[config.mk]
export PLATFORM = sky130hd
export DESIGN_NAME = core_hazard_mc
export DESIGN_NICKNAME = d
export VERILOG_FILES = /design/src/rtl/core_hazard_pkg.sv /design/src/rtl/core_hazard_mc_periph_chan_decode.sv /design/src/rtl/core_hazard_mc.sv
export SDC_FILE = /design/constraint.sdc
export NUM_CORES = 1
export LEC_CHECK = 0
export CORE_MARGIN = 8
export CORE_UTILIZATION = 37
export DETAILED_ROUTE_END_ITERATION = 6
export GPL_ROUTABILITY_DRIVEN = 0
export PLACE_DENSITY = 0.91
export SYNTH_ARGS = -nofsm -noshare
export SYNTH_HDL_FRONTEND = slang
export SYNTH_SLANG_ARGS = --single-unit
[constraint.sdc]
create_clock -name clk -period 3.3 [get_ports clk]
set_clock_uncertainty 0.1 [all_clocks]
set_input_delay 0.66 -clock clk [delete_from_list [all_inputs] [get_ports clk]]
set_output_delay 0.66 -clock clk [all_outputs]
set_load 0.05 [all_outputs]
[src/rtl/core_hazard_pkg.sv]
// rtl/core_hazard_pkg.sv - shared types and helpers for the multi-channel hazard unit
package core_hazard_pkg;

    typedef enum logic [1:0] {
        HZ_IDLE = 2'd0,
        HZ_REQ  = 2'd1,
        HZ_DONE = 2'd2,
        HZ_ERR  = 2'd3
    } hz_state_t;

    localparam int LOAD_LATENCY_MIN = 1;
    localparam int LOAD_LATENCY_MAX = 2;

    // A single channel still needs a one-bit index field.
    function automatic int chan_idx_w(input int n_channels);
        return (n_channels <= 1) ? 1 : $clog2(n_channels);
    endfunction

endpackage

[src/rtl/core_hazard_mc_periph_chan_decode.sv]
// rtl/core_hazard_mc_periph_chan_decode.sv - address to {hit, valid, channel} decode
module periph_chan_decode
    import core_hazard_pkg::*;
#(
    parameter logic [63:0] PERIPHERAL_BASE = 64'h2000_0000,
    parameter int          N_CHANNELS      = 4,
    parameter int          CHAN_SHIFT      = 12,
    localparam int         CW              = chan_idx_w(N_CHANNELS)
) (
    input  logic [63:0]   addr,
    output logic          hit,
    output logic          ch_valid,
    output logic [CW-1:0] ch
);

    logic [63:0] offset;
    logic [63:0] win;

    assign offset   = addr - PERIPHERAL_BASE;
    assign win      = offset >> CHAN_SHIFT;
    assign hit      = (addr >= PERIPHERAL_BASE);
    // Comparing the whole shifted window also rejects stray high address bits.
    assign ch_valid = hit && (win < 64'(N_CHANNELS));
    assign ch       = win[CW-1:0];

endmodule

[src/rtl/core_hazard_mc.sv]
// rtl/core_hazard_mc.sv - load-use hazard detect plus per-channel peripheral handshake
// Optional timeout abort of stuck requests: define HAZARD_TIMEOUT_EN.
module core_hazard_mc
    import core_hazard_pkg::*;
#(
    parameter logic [63:0] PERIPHERAL_BASE = 64'h2000_0000,
    parameter int          N_CHANNELS      = 4,
    parameter int          CHAN_SHIFT      = 12,
    parameter int          LOAD_LATENCY    = 1,
    parameter int          TIMEOUT_CYCLES  = 255
) (
    input  logic                  clk,
    input  logic                  rst_n,
    input  logic [4:0]            IF_rs,
    input  logic [4:0]            IF_rt,
    input  logic [4:0]            ID_W_regnum,
    input  logic                  ID_mem_read,
    input  logic [4:0]            EX_W_regnum,
    input  logic                  EX_mem_read,
    input  logic [63:0]           addr,
    input  logic                  EX_mem_write,
    input  logic                  EX_flush,
    input  logic [N_CHANNELS-1:0] d_ready,
    output logic [N_CHANNELS-1:0] d_valid,
    output logic                  d_write,
    output logic                  stall,
    output logic                  bus_err
);

    localparam int CW = chan_idx_w(N_CHANNELS);

    if (LOAD_LATENCY < LOAD_LATENCY_MIN || LOAD_LATENCY > LOAD_LATENCY_MAX) begin : g_bad_ll
        $error("core_hazard_mc: LOAD_LATENCY out of range");
    end
    if (TIMEOUT_CYCLES < 1 || TIMEOUT_CYCLES > 65535) begin : g_bad_tmo
        $error("core_hazard_mc: TIMEOUT_CYCLES out of range");
    end

    hz_state_t             state;
    logic [CW-1:0]         ch_q;
    logic                  hit;
    logic                  ch_valid;
    logic [CW-1:0]         ch;
    logic [N_CHANNELS-1:0] ch_onehot;
    logic                  id_hz;
    logic                  ex_hz;
    logic                  load_use;
    logic                  preq;
`ifdef HAZARD_TIMEOUT_EN
    logic [15:0]           tmo_cnt;
`endif

    periph_chan_decode #(
        .PERIPHERAL_BASE (PERIPHERAL_BASE),
        .N_CHANNELS      (N_CHANNELS),
        .CHAN_SHIFT      (CHAN_SHIFT)
    ) u_decode (
        .addr     (addr),
        .hit      (hit),
        .ch_valid (ch_valid),
        .ch       (ch)
    );

    assign id_hz = ID_mem_read && (ID_W_regnum != 5'd0) &&
                   ((ID_W_regnum == IF_rs) || (ID_W_regnum == IF_rt));
    assign ex_hz = EX_mem_read && (EX_W_regnum != 5'd0) &&
                   ((EX_W_regnum == IF_rs) || (EX_W_regnum == IF_rt));
    // With two-cycle loads the EX/MEM load is not yet forwardable either.
    assign load_use = id_hz || ((LOAD_LATENCY == LOAD_LATENCY_MAX) && ex_hz);

    assign preq      = (EX_mem_read || EX_mem_write) && !EX_flush && hit;
    assign ch_onehot = N_CHANNELS'(1) << ch;

    assign stall = load_use || ((state == HZ_IDLE) && preq) || (state == HZ_REQ);

    always_ff @(posedge clk or negedge rst_n) begin
        if (!rst_n) begin
            state   <= HZ_IDLE;
            ch_q    <= '0;
            d_valid <= '0;
            d_write <= 1'b0;
            bus_err <= 1'b0;
`ifdef HAZARD_TIMEOUT_EN
            tmo_cnt <= 16'd0;
`endif
        end else begin
            bus_err <= 1'b0;
            case (state)
                HZ_IDLE: begin
                    if (preq) begin
                        if (ch_valid) begin
                            state   <= HZ_REQ;
                            ch_q    <= ch;
                            d_write <= EX_mem_write;
                            d_valid <= ch_onehot;
`ifdef HAZARD_TIMEOUT_EN
                            tmo_cnt <= 16'd0;
`endif
                        end else begin
                            state   <= HZ_ERR;
                            bus_err <= 1'b1;
                        end
                    end
                end
                HZ_REQ: begin
                    // Ready has priority over a timeout landing on the same edge.
                    if (d_ready[ch_q]) begin
                        state   <= HZ_DONE;
                        d_valid <= '0;
                    end
`ifdef HAZARD_TIMEOUT_EN
                    else if (tmo_cnt + 16'd1 == 16'(TIMEOUT_CYCLES)) begin
                        state   <= HZ_ERR;
                        d_valid <= '0;
                        bus_err <= 1'b1;
                    end else begin
                        tmo_cnt <= tmo_cnt + 16'd1;
                    end
`endif
                end
                HZ_DONE: state <= HZ_IDLE;
                HZ_ERR:  state <= HZ_IDLE;
                default: state <= HZ_IDLE;
            endcase
        end
    end

endmodule

==> impl_results.md, run 1 <==
* Status: finished, violations left
* Violated checks: negative setup slack
* Drt drc at 0
* Worst R2R Setup Slack at 0.93 ns
* Fillers at 257
* TritonCTS clock tree: yes
* Netlist cell types at 57
* First-pass GRT wire length at 11.2 mm
* Kind of critical path: in2out
* Vias at 2398
* Gr ovfl total at 0
* Cell Pwr Density at 206 mW/mm^2
* Final setup fails at 1
* Worst-path fanout max at 5
* Clock sink total at 10
* Number of flops mapped to enable cells by yosys at 0
* Total power at 645 uW
* CTS Buf Count at 3
* Fmax at 300 MHz
* Worst slew pin tran at 0.689 ns
* Ys async rst share at 1.00
* Synth warn at 0
* Worst-path clk slew at 0.05 ns
* Util after Layout at 0.777
* Pleak at 1.33 nW
* N_diodes at 0
* Die area at 0.00652 sq mm
* Minimum clock period at 3.33 ns
* Synthesized area at 0.00155 sq mm
* Die Y-Extent at 80.8 um
* Max transition margin at 0.536
* Via/cell ratio at 6.23
* Gate count after technology mapping at 190
* Max cap viols at 0
* Arrival time at the worst endpoint at 2.57 ns
* Total track usage at 0.209
* Worst EP required at 2.54 ns
* Per-cell routed wire length at 19.9 um
* CP delay by family, top: simple AND/OR/NAND/NOR gates
* Syn Area/Cell at 8.17 sq um
* Worst VDD drop at 0.157 mV
* Largest net degree at the start of global routing at 11
* CP max stage delay at 0.56 ns
* Slowest stage cell on the critical path: or4_4
* Fin. Hold Viols at 0
* Clk_lat worst skew at 0.24 ns
* Clock Tree Buf Depth at 2
* WHS at 0.432 ns
* Seq/Total Area, Yosys at 0.161
* IO Pins at 101
* CTS root buf: clkbuf_8
* Slew Limit Fails at 0
* Fin nets at 431
* Syn-to-layout area delta at 102%
* Syn Nets at 285
* Starting DRT DRC Count at 126
* Cell Area, Placed at 0.00285 sq mm
* Initial Utilization at 0.385
* Most common cell after layout, fill and taps aside: clkdlybuf4s50_1
* Core region area at 0.00403 sq mm
* Antenna-violating nets left at 0
* #FFs+latches synth at 10
* Main synth FF type: dfrtp_1
* Crit path capture type: output port
* Final period util at 1.01
* Setup ws final at -0.0330 ns
* Initial antenna violation count at 0
* Chip width at 80.8 um
* First-pass DRT Iterations at 5
* Critical-path cell list: clkdlybuf4s50_1, nor3_2, nand3_1, or4_4, nand2_4, nand3_2, buf_8
* Finished layout cell area at 0.00313 sq mm
* IO Port Bufs at 83
* Total wire length at 7.67 mm
* Row cnt at 23
* DP HPWL at 5.74 mm
* Most frequent cells in the layout: 65 x clkdlybuf4s50_1, 63 x buf_4, 15 x dlymetal6s2s_1
* Critical path launch point type: input port
* Proportion of layout cells with a drive suffix above 1 at 0.316
* H-tree levels at 1
* Hold Crit Class: reg2reg
* Vias in the first global route at 2484
* WP buf/inv at 2
area by class of cell:
type / count / area [sq um] / area share
multi-input cells: 170 / 1390 / 0.442
repair buffers: 148 / 1370 / 0.436
flip-flops and latches: 10 / 250 / 0.0799
well taps: 50 / 62.6 / 0.0200
clock buffers: 4 / 55.1 / 0.0176
inverters: 3 / 11.3 / 0.00360
state kept, by name (all words and copies together), names as in the netlist:
register  flops
d_write       1
bus_err       1
d_valid       4
ch_q          2
state         2
synthesized netlist by cell type (all sizes together) (6+ instances only):
cell type  number  share of area
xnor2           8          0.045
or4             7          0.034
nor3           11          0.056
nand4           9          0.046
nor4           13          0.076
or3             6          0.024
dfrtp          10           0.16
nor2           12          0.029
nand3           8          0.029
o21ai          12          0.039
nand2           8          0.019
nand3b          6          0.029
per-stage QoR:
step           TNS [ns]  setup WS [ns]  instances
4_1_cts               0         0.0136        382
2_1_floorplan         0          0.113        190
3_3_place_gp      -1.77         -0.235        376
3_5_place_dp      -2.53         -0.328        376
6_report        -0.0330        -0.0330        385
5_1_grt          -0.344         -0.123        385
what timing repair did:
item,in CTS,in global routing
gates resized for setup,12,39
buffers inserted,2,3
pin swaps,5,18
hold buffers,0,0
cloned,0,0
endpoints found under the setup margin,7,10
power by group:
group	total (mW)	internal, mW	switching (mW)	leakage [nW]
Sequential	0.143	0.133	0.00947	0.137
Clock	0.159	0.105	0.0535	0.0288
Combinational	0.343	0.184	0.159	1.16
final timing paths:
path / to / start / depth (start not counted)
setup / recovery: stall / addr[37] / 7
hold / removal: ch_q[1]$_DFFE_PN0P_ / ch_q[1]$_DFFE_PN0P_ / 1
setup reg to reg: d_write$_DFFE_PN0P_ / state[1]$_DFFE_PN0P_ / 5
hold reg to reg: ch_q[1]$_DFFE_PN0P_ / ch_q[1]$_DFFE_PN0P_ / 1
max in group asynchronous: d_valid[1]$_DFFE_PN0P_ / rst_n / 1
min in group asynchronous: ch_q[1]$_DFFE_PN0P_ / rst_n / 1
per-layer routing:
| layer | up-vias | share of wire | global-route usage |
|---|---|---|---|
| met2 | 157 | 0.54 | 0.395 |
| met1 | 1123 | 0.34 | 0.214 |
| met4 | 0 | 0.046 | 0.0750 |
| met5 | - | 0 | 0 |
| met3 | 52 | 0.080 | 0.0541 |
| li1 | 1066 | - | - |
cells by family after synthesis:
| logic type | count (synthesis) | share of synthesized area |
|---|---|---|
| simple gates | 109 | 0.478 |
| mux | 4 | 0.0363 |
| buf+inv | 10 | 0.0339 |
| xor+xnor | 13 | 0.0734 |
| compound gates | 43 | 0.209 |
| fa+ha+maj | 1 | 0.00806 |
| flops | 10 | 0.161 |
Power figures use the tool's default switching activity.
==> run 2: changes to the inputs <==
ABC_CLOCK_PERIOD_IN_PS = 3000   (was default)
CORE_UTILIZATION = 33   (was 37)
PLACE_DENSITY = 0.86   (was 0.91)
clock period = 3 ns   (was 3.3 ns; I/O delays follow)
==> run 2 against run 1 <==
Compared with the run above:
- the run now ends clean
- largest power group unchanged
- hold slack got worse by 0.0036 ns
- utilization shrank 8.7 points
- critical endpoint is now d_write$_DFFE_PN0P_
- flip-flop and latch count unchanged
- first-iteration DRC count is 42% higher
- via count fell by 3.1%
- critical path type is now in2reg
==> impl_results.md, run 2 (synthesized netlist as in run 1, its figures left out) <==
* Reg area at 250 sq um
* Total wire length at 7.25 mm
* Total track usage at 0.195
* Crit path capture type: flip-flop
* Final setup fails at 0
* Gr ovfl total at 0
* Hold Crit Class: reg2reg
* Proportion of layout cells with a drive suffix above 1 at 0.375
* Largest net degree at the start of global routing at 11
* First-pass DRT Iterations at 5
* Initial antenna violation count at 0
* CTS Buf Count at 3
* Cell Pwr Density at 213 mW/mm^2
* Arrival time at the worst endpoint at 2.99 ns
* CTS root buf: clkbuf_8
* Clk_lat worst skew at 0.23 ns
* Worst slew pin tran at 0.719 ns
* CP max stage delay at 0.45 ns
* Slew Limit Fails at 0
* Top reg by flops: d_valid
* Top flop regs: d_valid x4, ch_q x2, state x2
* Worst-path fanout max at 7
* Area of the multi-input gates at 0.00147 sq mm
* Finished layout cell area at 0.00319 sq mm
* Clock Tree Buf Depth at 2
* Chip width at 84.6 um
* Most frequent cells in the layout: 69 x buf_4, 49 x clkdlybuf4s50_1, 14 x dlygate4sd2_1
* Initial Utilization at 0.335
* Clock sink total at 10
* Worst VDD drop at 0.137 mV
* Setup TNS at 0 ns
* WP buf/inv at 2
* Via/cell ratio at 5.88
* Kind of critical path: in2reg
* Final period util at 0.991
* Pleak at 1.34 nW
* Status: finished, final reports clean
* Fin nets at 438
* Die Y-Extent at 84.6 um
* Fillers at 344
* Starting DRT DRC Count at 179
* Syn-to-layout area delta at 106%
* Drt drc at 0
* Vias at 2324
* Worst-path clk slew at 0.04 ns
* # hold bufs at CTS at 0
* Critical-path cell list: clkdlybuf4s15_1, nor4_4, nand4_4, buf_6, o31ai_2, o211ai_1, a2111oi_4, nand3_2, mux2_4
* Core region area at 0.00463 sq mm
* Util after Layout at 0.690
* CP delay by family, top: compound AO/OA/AOI/OAI gates
* Total power at 681 uW
* Worst EP required at 3.02 ns
* Fin. Hold Viols at 0
* Max transition margin at 0.516
* Max FFs per register at 4
* Cell Area, Placed at 0.00289 sq mm
* N_diodes at 0
* Setup ws final at 0.0262 ns
* IO Pins at 101
* Max cap viols at 0
* Most common cell after layout, fill and taps aside: buf_4
* Worst slack, placed at -0.470 ns
* Row cnt at 25
* Critical path launch point type: input port
* Fmax at 336 MHz
* Antenna-violating nets left at 0
* Vias in the first global route at 2542
* Die area at 0.00715 sq mm
* Per-cell routed wire length at 18.4 um
* TritonCTS clock tree: yes
* Slowest stage cell on the critical path: a2111oi_4
* DP HPWL at 5.30 mm
* H-tree levels at 1
* Minimum clock period at 2.97 ns
* IO Port Bufs at 83
* First-pass GRT wire length at 11.8 mm
-- run 2: what timing repair did --
action                                  CTS  global route
endpoints found under the setup margin   10            10
setup buffers                             8             2
gates resized for setup                  65            36
pin swaps                                24            15
-- run 2: path summary, 6_finish.rpt --
kind	from	endpoint	slack, ns	cells after the start
setup / recovery	addr[44]	d_write$_DFFE_PN0P_	0.03	9
hold / removal	d_write$_DFFE_PN0P_	d_write$_DFFE_PN0P_	0.43	1
setup reg to reg	state[1]$_DFFE_PN0P_	d_write$_DFFE_PN0P_	0.71	5
hold reg to reg	d_write$_DFFE_PN0P_	d_write$_DFFE_PN0P_	0.43	1
max in group asynchronous	rst_n	state[0]$_DFFE_PN0P_	1.91	1
min in group asynchronous	rst_n	d_valid[3]$_DFFE_PN0P_	0.58	1
-- run 2: routing by layer --
metal  share of wire  global-route usage  wire length (um)
met3           0.067              0.0420               486
met4           0.034              0.0712               247
met2            0.54               0.369              3890
met1            0.36               0.204              2620
met5               0                   0                 0
-- run 2: area by class of cell --
class	instances	area share
multi-input cells	170	0.460
well taps	54	0.0212
repair buffers	155	0.424
inverters	3	0.00353
flip-flops and latches	10	0.0783
clock buffers	3	0.0129
-- run 2: power breakdown --
group / total (mW) / switching, mW / internal [mW]
combinational: 0.387 / 0.182 / 0.205
sequential: 0.157 / 0.0106 / 0.147
clock: 0.137 / 0.0491 / 0.0875
total: 0.681 / 0.242 / 0.440
-- run 2: per-stage QoR --
step / std cells / hold slack [ns]
after global routing: 395 / 0.451
after floorplan: 190 / 0.204
after CTS: 394 / 0.421
after detailed placement: 383 / 0.394
final: 395 / 0.429
after global placement: 383 / 0.386
==> run 3: changes to the inputs <==
SLEW_MARGIN = 20   (was default)
==> results of run 3 <==
Final layout, timing and power as in run 2 (identical DEF).
